**src/rtl/frame_snapshot_ctrl_pkg.sv**
```systemverilog
// Shared definitions for the snapshot controller: mode codes, controller state
// encodings and the RGB565 pixel layout.
package frame_snapshot_ctrl_pkg;

    typedef enum logic [1:0] {
        MODE_LIVE     = 2'd0,
        MODE_SINGLE   = 2'd1,
        MODE_PERIODIC = 2'd2,
        MODE_CONT     = 2'd3
    } mode_e;

    localparam logic [2:0] ST_LIVE    = 3'd0;
    localparam logic [2:0] ST_ARM     = 3'd1;
    localparam logic [2:0] ST_CAPTURE = 3'd2;
    localparam logic [2:0] ST_READOUT = 3'd3;
    localparam logic [2:0] ST_FROZEN  = 3'd4;

    typedef struct packed {
        logic [4:0] r;
        logic [5:0] g;
        logic [4:0] b;
    } rgb565_t;

    function automatic logic is_busy(input logic [2:0] st);
        return (st == ST_ARM) || (st == ST_CAPTURE) || (st == ST_READOUT);
    endfunction

    // Where a finished readout goes, decided by the mode sampled at the last beat.
    function automatic logic [2:0] readout_exit(input logic [1:0] md);
        logic [2:0] nxt;
        case (md)
            MODE_SINGLE:   nxt = ST_FROZEN;
            MODE_PERIODIC: nxt = ST_LIVE;
            MODE_CONT:     nxt = ST_ARM;
            default:       nxt = ST_LIVE;
        endcase
        return nxt;
    endfunction

endpackage

```
**src/rtl/frame_snapshot_ctrl_if.sv**
```systemverilog
// Valid/ready pixel stream carrying a frozen frame with its raster position.
interface frame_snapshot_ctrl_if #(
    parameter int C_NB_PXL  = 16,
    parameter int C_NB_COLS = 7,
    parameter int C_NB_ROWS = 6
);
    logic                 out_valid;
    logic                 out_ready;
    logic [C_NB_PXL-1:0]  out_data;
    logic [C_NB_COLS-1:0] out_x;
    logic [C_NB_ROWS-1:0] out_y;
    logic                 out_sof;
    logic                 out_last;

    modport master (
        output out_valid, out_data, out_x, out_y, out_sof, out_last,
        input  out_ready
    );

    modport slave (
        input  out_valid, out_data, out_x, out_y, out_sof, out_last,
        output out_ready
    );
endinterface

```
**src/rtl/frame_snapshot_ctrl_raster_cnt.sv**
```systemverilog
// Linear pixel index with matching x/y raster coordinates; clear, advance and
// a last-pixel flag.
module frame_snapshot_ctrl_raster_cnt #(
    parameter int C_COLS    = 80,
    parameter int C_ROWS    = 60,
    parameter int C_NB_COLS = 7,
    parameter int C_NB_ROWS = 6,
    parameter int C_NB_PIX  = 13
) (
    input  logic                 wclk,
    input  logic                 rst,
    input  logic                 clr,
    input  logic                 adv,
    output logic [C_NB_PIX-1:0]  pix,
    output logic [C_NB_PIX-1:0]  pix_inc,
    output logic [C_NB_COLS-1:0] x,
    output logic [C_NB_ROWS-1:0] y,
    output logic                 last
);
    localparam logic [C_NB_PIX-1:0]  C_LAST_PIX = C_NB_PIX'(C_COLS * C_ROWS - 1);
    localparam logic [C_NB_COLS-1:0] C_LAST_X   = C_NB_COLS'(C_COLS - 1);

    logic [C_NB_PIX-1:0]  pix_q, pix_d;
    logic [C_NB_COLS-1:0] x_q, x_d;
    logic [C_NB_ROWS-1:0] y_q, y_d;

    // Next index/coordinates: clear wins over advance; x wraps into y.
    always_comb begin
        pix_d = pix_q;
        x_d   = x_q;
        y_d   = y_q;
        if (clr) begin
            pix_d = '0;
            x_d   = '0;
            y_d   = '0;
        end else if (adv) begin
            pix_d = pix_q + C_NB_PIX'(1);
            if (x_q == C_LAST_X) begin
                x_d = '0;
                y_d = y_q + C_NB_ROWS'(1);
            end else begin
                x_d = x_q + C_NB_COLS'(1);
                y_d = y_q;
            end
        end else begin
            pix_d = pix_q;
        end
    end

    // Counter registers.
    always_ff @(posedge wclk) begin
        if (rst) begin
            pix_q <= '0;
            x_q   <= '0;
            y_q   <= '0;
        end else begin
            pix_q <= pix_d;
            x_q   <= x_d;
            y_q   <= y_d;
        end
    end

    assign pix     = pix_q;
    assign pix_inc = pix_q + C_NB_PIX'(1);
    assign x       = x_q;
    assign y       = y_q;
    assign last    = (pix_q == C_LAST_PIX);
endmodule

```
**src/rtl/frame_snapshot_ctrl.sv**
```systemverilog
// Gates camera frame-buffer writes on whole-frame boundaries and streams a
// frozen frame out over valid/ready in live, single, periodic or continuous mode.
module frame_snapshot_ctrl
    import frame_snapshot_ctrl_pkg::*;
#(
    parameter int C_IMG_COLS    = 80,
    parameter int C_IMG_ROWS    = 60,
    parameter int C_NB_COLS     = 7,
    parameter int C_NB_ROWS     = 6,
    parameter int C_NB_IMG_PXLS = 13,
    parameter int C_NB_PXL      = 16,
    parameter int C_PERIOD      = 8,
    parameter int C_NB_CNT      = 8
) (
    input  logic                     wclk,
    input  logic                     rst,
    input  logic [1:0]               mode,
    input  logic                     trigger,
    input  logic                     hold,
    input  logic                     cap_we_in,
    input  logic [C_NB_IMG_PXLS-1:0] cap_addr_in,
    output logic                     fb_we,
    output logic [C_NB_IMG_PXLS-1:0] rd_addr,
    input  logic [C_NB_PXL-1:0]      rd_data,
    frame_snapshot_ctrl_if.master    strm,
    output logic                     busy,
    output logic [C_NB_CNT-1:0]      frame_cnt,
    output logic [C_NB_CNT-1:0]      snap_cnt
);
    localparam int C_NB_PER = $clog2(C_PERIOD + 1);
    localparam logic [C_NB_IMG_PXLS-1:0] C_LAST_ADDR = C_NB_IMG_PXLS'(C_IMG_COLS * C_IMG_ROWS - 1);
    localparam logic [C_NB_PER-1:0]      C_PER_LAST  = C_NB_PER'(C_PERIOD - 1);

    logic [2:0]          state_q, state_d;
    logic                pending_q, pending_d;
    logic [C_NB_PER-1:0] per_q, per_d;
    logic                valid_q, valid_d;
    logic [C_NB_CNT-1:0] frame_cnt_q, frame_cnt_d;
    logic [C_NB_CNT-1:0] snap_cnt_q, snap_cnt_d;

    logic frame_start_s, frame_end_s, fire_s, go_s, clr_s, adv_s, last_s;
    logic [C_NB_IMG_PXLS-1:0] pix_s, pix_inc_s;
    logic [C_NB_COLS-1:0]     x_s;
    logic [C_NB_ROWS-1:0]     y_s;

    assign frame_start_s = cap_we_in && (cap_addr_in == '0);
    assign frame_end_s   = cap_we_in && (cap_addr_in == C_LAST_ADDR);
    assign fire_s        = valid_q && strm.out_ready;

    frame_snapshot_ctrl_raster_cnt #(
        .C_COLS    (C_IMG_COLS),
        .C_ROWS    (C_IMG_ROWS),
        .C_NB_COLS (C_NB_COLS),
        .C_NB_ROWS (C_NB_ROWS),
        .C_NB_PIX  (C_NB_IMG_PXLS)
    ) u_raster (
        .wclk    (wclk),
        .rst     (rst),
        .clr     (clr_s),
        .adv     (adv_s),
        .pix     (pix_s),
        .pix_inc (pix_inc_s),
        .x       (x_s),
        .y       (y_s),
        .last    (last_s)
    );

    // Snapshot request from LIVE, per mode.
    always_comb begin
        go_s = 1'b0;
        case (mode)
            MODE_SINGLE:   go_s = trigger | pending_q;
            MODE_PERIODIC: go_s = (per_q == C_PER_LAST) & frame_end_s;
            MODE_CONT:     go_s = 1'b1;
            default:       go_s = 1'b0;
        endcase
    end

    // Buffer write gate: hold only matters before the snapshot frame has started.
    always_comb begin
        case (state_q)
            ST_LIVE, ST_ARM: fb_we = cap_we_in & ~hold;
            ST_CAPTURE:      fb_we = cap_we_in;
            default:         fb_we = 1'b0;
        endcase
    end

    // Controller next state, stream valid, pending request and counters.
    always_comb begin
        state_d     = state_q;
        valid_d     = valid_q;
        per_d       = per_q;
        snap_cnt_d  = snap_cnt_q;
        clr_s       = 1'b0;
        adv_s       = 1'b0;
        frame_cnt_d = frame_end_s ? frame_cnt_q + C_NB_CNT'(1) : frame_cnt_q;
        case (state_q)
            ST_LIVE: begin
                if (go_s) begin
                    state_d = ST_ARM;
                end else if (frame_end_s) begin
                    per_d = (per_q == C_PER_LAST) ? '0 : per_q + C_NB_PER'(1);
                end else begin
                    per_d = per_q;
                end
            end
            ST_ARM: begin
                if (frame_start_s && !hold) begin
                    state_d = ST_CAPTURE;
                end else begin
                    state_d = ST_ARM;
                end
            end
            ST_CAPTURE: begin
                if (frame_end_s) begin
                    state_d = ST_READOUT;
                    clr_s   = 1'b1;
                    valid_d = 1'b0;
                end else begin
                    state_d = ST_CAPTURE;
                end
            end
            ST_READOUT: begin
                // Entry cycle only primes the RAM read; valid rises the cycle after.
                adv_s = fire_s && !last_s;
                if (!valid_q) begin
                    valid_d = 1'b1;
                end else if (fire_s && last_s) begin
                    valid_d    = 1'b0;
                    snap_cnt_d = snap_cnt_q + C_NB_CNT'(1);
                    state_d    = readout_exit(mode);
                end else begin
                    valid_d = 1'b1;
                end
            end
            ST_FROZEN: begin
                if (mode != MODE_SINGLE) begin
                    state_d = ST_LIVE;
                end else if (trigger || pending_q) begin
                    state_d = ST_ARM;
                end else begin
                    state_d = ST_FROZEN;
                end
            end
            default: begin
                state_d = ST_LIVE;
                valid_d = 1'b0;
            end
        endcase

        if (state_d != ST_LIVE) begin
            per_d = '0;
        end else begin
            per_d = per_d;
        end
    end

    // One-deep request memory for triggers that arrive while a snapshot is in flight.
    always_comb begin
        if (state_d == ST_ARM && state_q != ST_ARM) begin
            pending_d = 1'b0;
        end else if (trigger && !(state_q == ST_LIVE || state_q == ST_FROZEN)) begin
            pending_d = 1'b1;
        end else begin
            pending_d = pending_q;
        end
    end

    // Controller registers.
    always_ff @(posedge wclk) begin
        if (rst) begin
            state_q     <= ST_LIVE;
            pending_q   <= 1'b0;
            per_q       <= '0;
            valid_q     <= 1'b0;
            frame_cnt_q <= '0;
            snap_cnt_q  <= '0;
        end else begin
            state_q     <= state_d;
            pending_q   <= pending_d;
            per_q       <= per_d;
            valid_q     <= valid_d;
            frame_cnt_q <= frame_cnt_d;
            snap_cnt_q  <= snap_cnt_d;
        end
    end

    // Look one address ahead on a beat so the sync RAM keeps full throughput.
    assign rd_addr        = fire_s ? pix_inc_s : pix_s;
    assign strm.out_valid = valid_q;
    assign strm.out_data  = rd_data;
    assign strm.out_x     = x_s;
    assign strm.out_y     = y_s;
    assign strm.out_sof   = valid_q && (pix_s == '0);
    assign strm.out_last  = valid_q && last_s;
    assign busy           = is_busy(state_q);
    assign frame_cnt      = frame_cnt_q;
    assign snap_cnt       = snap_cnt_q;
endmodule

```
**src/flat_wrapper.sv**
```systemverilog
// flat-port wrapper written by rule: the top's interface ports become plain ports
module frame_snapshot_ctrl_flat import frame_snapshot_ctrl_pkg::*;
#(
    parameter int C_IMG_COLS    = 80,
    parameter int C_IMG_ROWS    = 60,
    parameter int C_NB_COLS     = 7,
    parameter int C_NB_ROWS     = 6,
    parameter int C_NB_IMG_PXLS = 13,
    parameter int C_NB_PXL      = 16,
    parameter int C_PERIOD      = 8,
    parameter int C_NB_CNT      = 8
)
  (wclk, rst, mode, trigger, hold, cap_we_in, cap_addr_in, fb_we, rd_addr, rd_data, busy, frame_cnt, snap_cnt, strm_out_valid, strm_out_data, strm_out_x, strm_out_y, strm_out_sof, strm_out_last, strm_out_ready);
  frame_snapshot_ctrl_if #(.C_NB_PXL(C_NB_PXL), .C_NB_COLS(C_NB_COLS), .C_NB_ROWS(C_NB_ROWS)) strm_i ();
  input  logic wclk;
  input  logic rst;
  input  logic [1:0] mode;
  input  logic trigger;
  input  logic hold;
  input  logic cap_we_in;
  input  logic [C_NB_IMG_PXLS-1:0] cap_addr_in;
  output logic fb_we;
  output logic [C_NB_IMG_PXLS-1:0] rd_addr;
  input  logic [C_NB_PXL-1:0] rd_data;
  output logic busy;
  output logic [C_NB_CNT-1:0] frame_cnt;
  output logic [C_NB_CNT-1:0] snap_cnt;
  output wire logic [$bits(strm_i.out_valid)-1:0] strm_out_valid;
  output wire logic [$bits(strm_i.out_data)-1:0] strm_out_data;
  output wire logic [$bits(strm_i.out_x)-1:0] strm_out_x;
  output wire logic [$bits(strm_i.out_y)-1:0] strm_out_y;
  output wire logic [$bits(strm_i.out_sof)-1:0] strm_out_sof;
  output wire logic [$bits(strm_i.out_last)-1:0] strm_out_last;
  input wire logic [$bits(strm_i.out_ready)-1:0] strm_out_ready;
  assign strm_out_valid = strm_i.out_valid;
  assign strm_out_data = strm_i.out_data;
  assign strm_out_x = strm_i.out_x;
  assign strm_out_y = strm_i.out_y;
  assign strm_out_sof = strm_i.out_sof;
  assign strm_out_last = strm_i.out_last;
  assign strm_i.out_ready = strm_out_ready;
  frame_snapshot_ctrl #(.C_IMG_COLS(C_IMG_COLS), .C_IMG_ROWS(C_IMG_ROWS), .C_NB_COLS(C_NB_COLS), .C_NB_ROWS(C_NB_ROWS), .C_NB_IMG_PXLS(C_NB_IMG_PXLS), .C_NB_PXL(C_NB_PXL), .C_PERIOD(C_PERIOD), .C_NB_CNT(C_NB_CNT)) u_core (.wclk(wclk), .rst(rst), .mode(mode), .trigger(trigger), .hold(hold), .cap_we_in(cap_we_in), .cap_addr_in(cap_addr_in), .fb_we(fb_we), .rd_addr(rd_addr), .rd_data(rd_data), .strm(strm_i), .busy(busy), .frame_cnt(frame_cnt), .snap_cnt(snap_cnt));
endmodule
```
**config.mk**
```make
export PLATFORM = sky130hd
export DESIGN_NAME = frame_snapshot_ctrl_flat
export DESIGN_NICKNAME = d
export VERILOG_FILES = /design/src/rtl/frame_snapshot_ctrl_pkg.sv /design/src/rtl/frame_snapshot_ctrl_if.sv /design/src/rtl/frame_snapshot_ctrl_raster_cnt.sv /design/src/rtl/frame_snapshot_ctrl.sv /design/src/flat_wrapper.sv
export SDC_FILE = /design/constraint.sdc
export NUM_CORES = 1
export LEC_CHECK = 0
export BUFFER_PORTS_ARGS = -buffer_cell sky130_fd_sc_hd__buf_2
export CAP_MARGIN = 0
export CELL_PAD_IN_SITES_DETAIL_PLACEMENT = 1
export CELL_PAD_IN_SITES_GLOBAL_PLACEMENT = 1
export CORE_MARGIN = 2
export CORE_UTILIZATION = 36
export CTS_BUF_LIST = sky130_fd_sc_hd__clkbuf_16
export CTS_CLUSTER_DIAMETER = 40
export DETAILED_ROUTE_END_ITERATION = 8
export MAX_ROUTING_LAYER = met4
export PLACE_DENSITY = 0.78
export SLEW_MARGIN = 20
export SYNTH_ARGS = -nofsm -noshare
export SYNTH_HDL_FRONTEND = slang
export SYNTH_SLANG_ARGS = --single-unit
```
**constraint.sdc**
```tcl
create_clock -name wclk -period 2.7 [get_ports wclk]
set_clock_uncertainty 0.2 [all_clocks]
set_input_delay 0.54 -clock wclk [delete_from_list [all_inputs] [get_ports wclk]]
set_output_delay 0.54 -clock wclk [all_outputs]
set_load 0.05 [all_outputs]
```
==> qor.yml, run 1 <==
n_antenna_cell: 0
placed_area_sq_um: 3460
r2r_start: "u_core.u_raster.pix[6]$_SDFFE_PP0P_"
p_leak_nw: 1.49
finalHoldViolCount: 0
period_needed_ns: 2.63
rows: 33
clk_pin_slew_worst_paths_ns: 0.06
cts.path.max_buffers: 2
drt_wl_total_um: 7930
io_buffer_count: 67
antenna_left: 0
grt_pass1_vias: 2819
die_area_sq_um: 9120
cts_buffers: 5
powerDensity_nw_per_um2: 386
cap_violations: 0
cts_tree: "yes"
setup.worst_path.end_class: "primary output"
slew_headroom: 0.698
avgRoutedWirePerCell_um: 15.0
grt_max_degree: 25
hp-class: "flip-flop to flip-flop"
fin_area_sq_um: 3700
rsz0062_at_grt: "yes"
via_count: 2859
grt_pass1_wl_um: 13400
area_growth_pct: 22.6
drtIter0Drc: 124
place_hpwl_um: 5950
status: "complete, no violations"
fill_cells: 998
synth_area_per_cell_sq_um: 8.15
firstDrtPassIters: 4
ios: 100
startpoint_type: "flip-flop"
fmax_mhz: 381
holdWs_ns: 0.293
drc: 0
grtUsageTotal: 0.188
final_cells: 529
syn_area_sq_um: 3010
insertion_delay_ns: 0.28
hp-start: "u_core.frame_cnt[1]$_SDFFE_PP0P_"
worst_slew_pin_slew_ns: 0.450
fin_crit_sh: 0.972
synth_cell_types: 48
synth_edf_count: 0
placed_cells_incl_taps: 521
yosysSeqAreaShare: 0.339
clock-sinks: 51
gp_congestion: 0.837
die_h_um: 95.5
synth_nets: 414
setup_violations: 0
fp.coreArea_sq_um: 8180
ys_ff_latch: 51
grt-ovfl-total: 0
synth_flop_cell: "dfxtp_1"
fin_nets: 467
slew_viol_final: 0
async_reset_ff_frac: 0
antenna_found_initial: 0
seq_area_sq_um: 1030
drive_gt1_frac: 0.300
crit_required_ns: 1.96
start_util: 0.369
finalPower_mw: 1.43
root_buffer: "clkbuf_16"
multi_input_area_sq_um: 1880
cp.arrival_ns: 1.89
dieWidth_um: 95.5
cts-htree-levels: 2
critPathMaxFanout: 4
crit_path_start: "u_core.u_raster.pix[6]$_SDFFE_PP0P_"
yosysWarnings: 0
vias_per_cell: 5.40
synth_cells: 370
cts_hold_buffers: 0
path_class: "flip-flop to primary output"
ir_drop_mv: 0.241
## stage by stage
step / setup WS (ns) / util / TNS, ns
finish: 0.0744 / 0.452 / 0
global route: -0.00221 / 0.452 / -0.00221
CTS: 0.00487 / 0.447 / 0
detailed placement: 0.0576 / 0.423 / 0
global placement: 0.165 / 0.423 / 0
floorplan: -0.00440 / - / -0.00440
## worst max-delay path, cell delays in order, from the launching register on
cell     delay, ns
dfxtp_1       0.31
or4_4         0.59
nor4_4        0.27
and2_2        0.18
buf_2         0.25
## logic make-up (layout without fill, tap and decap cells)
| logic type | after synthesis | in the layout | share of synthesized area |
|---|---|---|---|
| DFF | 51 | 51 | 0.339 |
| adders and majority gates | 7 | 7 | 0.0291 |
| xor gates and xnor gates | 43 | 43 | 0.125 |
| muxes | 3 | 3 | 0.00996 |
| and+or+nand+nor | 180 | 180 | 0.328 |
| AOI/OAI and AO/OA | 42 | 42 | 0.0872 |
| buffers and inverters | 44 | 98 | 0.0822 |
## cells in the final DEF, fill, tap and decap left out, drive strengths merged, types with 2 or more instances in the layout
cell / count
and2: 5
or4b: 3
nand2: 26
nand4: 14
o21ai: 12
or4: 3
inv: 10
clkbuf: 7
and4b: 2
or3: 9
and3: 3
xor2: 16
nand3: 23
xnor2: 27
nor4b: 7
mux2i: 3
a211oi: 2
a31oi: 3
nor2: 51
ha: 7
buf: 80
o31a: 2
nor3: 12
dfxtp: 51
nand2b: 2
nor4: 13
a21oi: 15
nor2b: 4
## final cells by class
cell class                 instances  share of cell area
clock buffer                       5              0.0339
clock inverter                     3             0.00339
inverter                           8             0.00812
multi-input combinational        275               0.509
sequential                        51               0.280
tap                              105              0.0355
timing repair buffer              82               0.130
## final timing paths
kind	end	slack [ns]	depth (start not counted)
max	strm_out_last	0.07	4
min	u_core.frame_cnt[1]$_SDFFE_PP0P_	0.29	2
max reg2reg	u_core.per_q[0]$_SDFFE_PP0P_	0.25	5
min reg2reg	u_core.frame_cnt[1]$_SDFFE_PP0P_	0.29	2
## timing repair
action,4_1_cts,5_1_grt
gates resized for setup,17,11
pin swaps,1,0
buffers inserted,0,0
setup endpoints to repair,7,8
## layer usage
metal / wire [um] / global-route usage / up-vias
li1: - / - / 1390
met1: 3670 / 0.239 / 1402
met3: 306 / 0.0308 / 8
met5: 0 / - / -
met4: 56 / 0.0381 / 0
met2: 3900 / 0.317 / 59
## report_power, final
part	switching (mW)	leakage (nW)	internal (mW)
sequential	0.00414	0.415	0.752
combinational	0.0490	1.00	0.0309
clock	0.256	0.0762	0.335
## Yosys cell counts (all sizes together) (2+ instances only)
cell type | number | share of area
dfxtp | 51 | 0.34
nor2 | 51 | 0.064
xnor2 | 27 | 0.078
nand2 | 26 | 0.032
nand3 | 23 | 0.038
buf | 21 | 0.054
xor2 | 16 | 0.046
a21oi | 15 | 0.025
clkbuf | 15 | 0.019
nand4 | 14 | 0.029
nor4 | 13 | 0.038
nor3 | 12 | 0.022
o21ai | 12 | 0.020
or3 | 9 | 0.019
inv | 8 | 0.010
ha | 7 | 0.029
nor4b | 7 | 0.020
and2 | 5 | 0.010
nor2b | 4 | 0.0083
a31oi | 3 | 0.0062
and3 | 3 | 0.0062
mux2i | 3 | 0.010
or4 | 3 | 0.010
or4b | 3 | 0.011
a211oi | 2 | 0.0050
and4b | 2 | 0.0066
nand2b | 2 | 0.0042
o31a | 2 | 0.0058
## flip-flops by register name, summed over array words and instances, names as in the netlist
| name | count |
|---|---|
| u_core.frame_cnt | 8 |
| u_core.pending_q | 1 |
| u_core.per_q | 4 |
| u_core.snap_cnt | 8 |
| u_core.state_q | 3 |
| u_core.strm.out_valid | 1 |
| u_core.u_raster.pix | 13 |
| u_core.u_raster.x | 7 |
| u_core.u_raster.y | 6 |
No activity file was read; power rests on OpenSTA's default activity.
==> run 2, diff against run 1 <==
==> constraint.sdc (replaced) <==
create_clock -name wclk -period 2.45 [get_ports wclk]
set_clock_uncertainty 0.2 [all_clocks]
set_input_delay 0.49 -clock wclk [delete_from_list [all_inputs] [get_ports wclk]]
set_output_delay 0.49 -clock wclk [all_outputs]
set_load 0.05 [all_outputs]
==> run 2 against run 1 <==
Effect of this change: the flow now finishes with violations (negative setup slack); utilization grew 6.2 points; clock power grew 34%; power grew 20%; global-route usage grew 3.7 points; non-clock buffer count grew 32; design area grew 14%; routed wire length grew 30%; via count grew 8.0%; worst setup slack lost 0.20 ns; worst hold slack lost 0.0038 ns; critical path type unchanged.
==> qor.yml, run 2 (synthesized netlist as in run 1, its figures left out) <==
drt_wl_total_um: 10300
cts_buffers: 5
fp.coreArea_sq_um: 8180
slew_headroom: 0.651
grt_pass1_wl_um: 15600
r2r_slack_ns: -0.04
io_buffer_count: 67
n_antenna_cell: 0
drive_gt1_frac: 0.393
violations: "negative setup slack"
area_growth_pct: 39.4
period_needed_ns: 2.58
worst_slack_ns: -0.130
cp_cell_sequence: "or4_4, buf_6, nor4_4, and4b_1, buf_6"
grt-ovfl-total: 0
ios: 100
finalHoldViolCount: 0
slew_viol_final: 0
clk_pin_slew_worst_paths_ns: 0.07
crit_top_cell: "buf_6"
clock-sinks: 51
path_class: "flip-flop to primary output"
root_buffer: "clkbuf_16"
cp_slowest_cell: "or4_4"
fmax_mhz: 388
antenna_left: 0
vias_per_cell: 5.51
placed_area_sq_um: 3610
cap_violations: 0
rows: 33
grt_pass1_vias: 3111
finalPower_mw: 1.72
cp.arrival_ns: 1.89
via_count: 3089
ir_drop_mv: 0.319
layout_common_cells: "buf_2 (56), nor2_1 (48), dfxtp_1 (41)"
antenna_found_initial: 0
start_util: 0.369
status: "finished, violations left"
largest_reg_flops: 13
dieWidth_um: 95.5
powerDensity_nw_per_um2: 409
setup_violations: 12
fin_nets: 499
fin_crit_sh: 1.05
final_cells: 561
place_hpwl_um: 6210
multi_input_area_sq_um: 2020
hp-class: "flip-flop to flip-flop"
p_leak_nw: 1.73
critPathMaxFanout: 3
hold_depth: 2
drtIter0Drc: 123
worst_slew_pin_slew_ns: 0.516
setup.worst_path.end_class: "primary output"
drc: 0
insertion_delay_ns: 0.29
layout_commonest_cell: "buf_2"
die_h_um: 95.5
die_area_sq_um: 9120
grt_max_degree: 25
startpoint_type: "flip-flop"
avgRoutedWirePerCell_um: 18.4
r2r_cells: 6
cts-htree-levels: 2
slowest_delay_ns: 0.55
fin_area_sq_um: 4200
holdWs_ns: 0.290
firstDrtPassIters: 4
cts.path.max_buffers: 2
seq_area_sq_um: 1040
crit_required_ns: 1.76
placed_cells_incl_taps: 537
fill_cells: 955
gp_congestion: 0.799
cts_tree: "yes"
rsz0062_at_grt: "yes"
grtUsageTotal: 0.225
-- run 2: cell types whose count changed in the layout (fill, tap and decap cells not counted), moves of 3 or more --
| cell | previous run | this run |
|---|---|---|
| buf_4 | 17 | 37 |
| buf_6 | 1 | 17 |
| buf_2 | 61 | 56 |
| nand3_1 | 22 | 18 |
| dfxtp_1 | 44 | 41 |
| dfxtp_2 | 5 | 8 |
| nand2_1 | 26 | 23 |
| nor3_1 | 9 | 6 |
| xnor2_2 | 6 | 3 |
-- run 2: power breakdown --
group / internal, mW / total (mW) / switching (mW) / leakage, nW
logic: 0.0343 / 0.0914 / 0.0571 / 1.23
registers: 0.828 / 0.834 / 0.00574 / 0.417
clock network: 0.477 / 0.790 / 0.313 / 0.0812
total: 1.34 / 1.72 / 0.376 / 1.73
-- run 2: cell type report --
cell class,instances,area share
clock buffer,5,0.0298
clock inverter,3,0.00923
inverter,8,0.00715
multi-input combinational,275,0.482
sequential,51,0.247
tap,105,0.0313
timing repair buffer,114,0.193
-- run 2: layer usage --
layer	global-route usage	part of all wire
met1	0.259	0.41
met2	0.401	0.51
met3	0.0285	0.039
met4	0.0810	0.034
met5	-	0
-- run 2: metrics by stage --
stage | setup slack (ns) | TNS (ns) | util
6_report | -0.130 | -0.765 | 0.514
5_1_grt | -0.188 | -1.82 | 0.514
4_1_cts | -0.0833 | -0.244 | 0.492
3_5_place_dp | 0.00532 | 0 | 0.442
3_3_place_gp | 0.0445 | 0 | 0.442
2_1_floorplan | -0.138 | -0.387 | -
-- run 2: critical path, delay by kind of cell, from the launching register on --
kind	cells	cell delay (ns)
buffers and inverters	2	0.31
DFF	1	0.32
and+or+nand+nor	3	0.97
-- run 2: what timing repair did --
action / in CTS / in global routing
hold buffers: 0 / 0
endpoints found under the hold margin: 0 / 0
endpoints found under the setup margin: 11 / 24
buffers inserted: 10 / 6
resized for setup: 42 / 30
pin swaps: 10 / 9
-- run 2: final timing paths --
kind,from,to
worst max-delay path,u_core.u_raster.pix[11]$_SDFFE_PP0P_,strm_out_sof
worst min-delay path,u_core.u_raster.y[5]$_SDFFE_PP0P_,u_core.u_raster.y[5]$_SDFFE_PP0P_
worst max register to register,u_core.u_raster.pix[11]$_SDFFE_PP0P_,u_core.per_q[2]$_SDFFE_PP0P_
worst min register to register,u_core.u_raster.y[5]$_SDFFE_PP0P_,u_core.u_raster.y[5]$_SDFFE_PP0P_
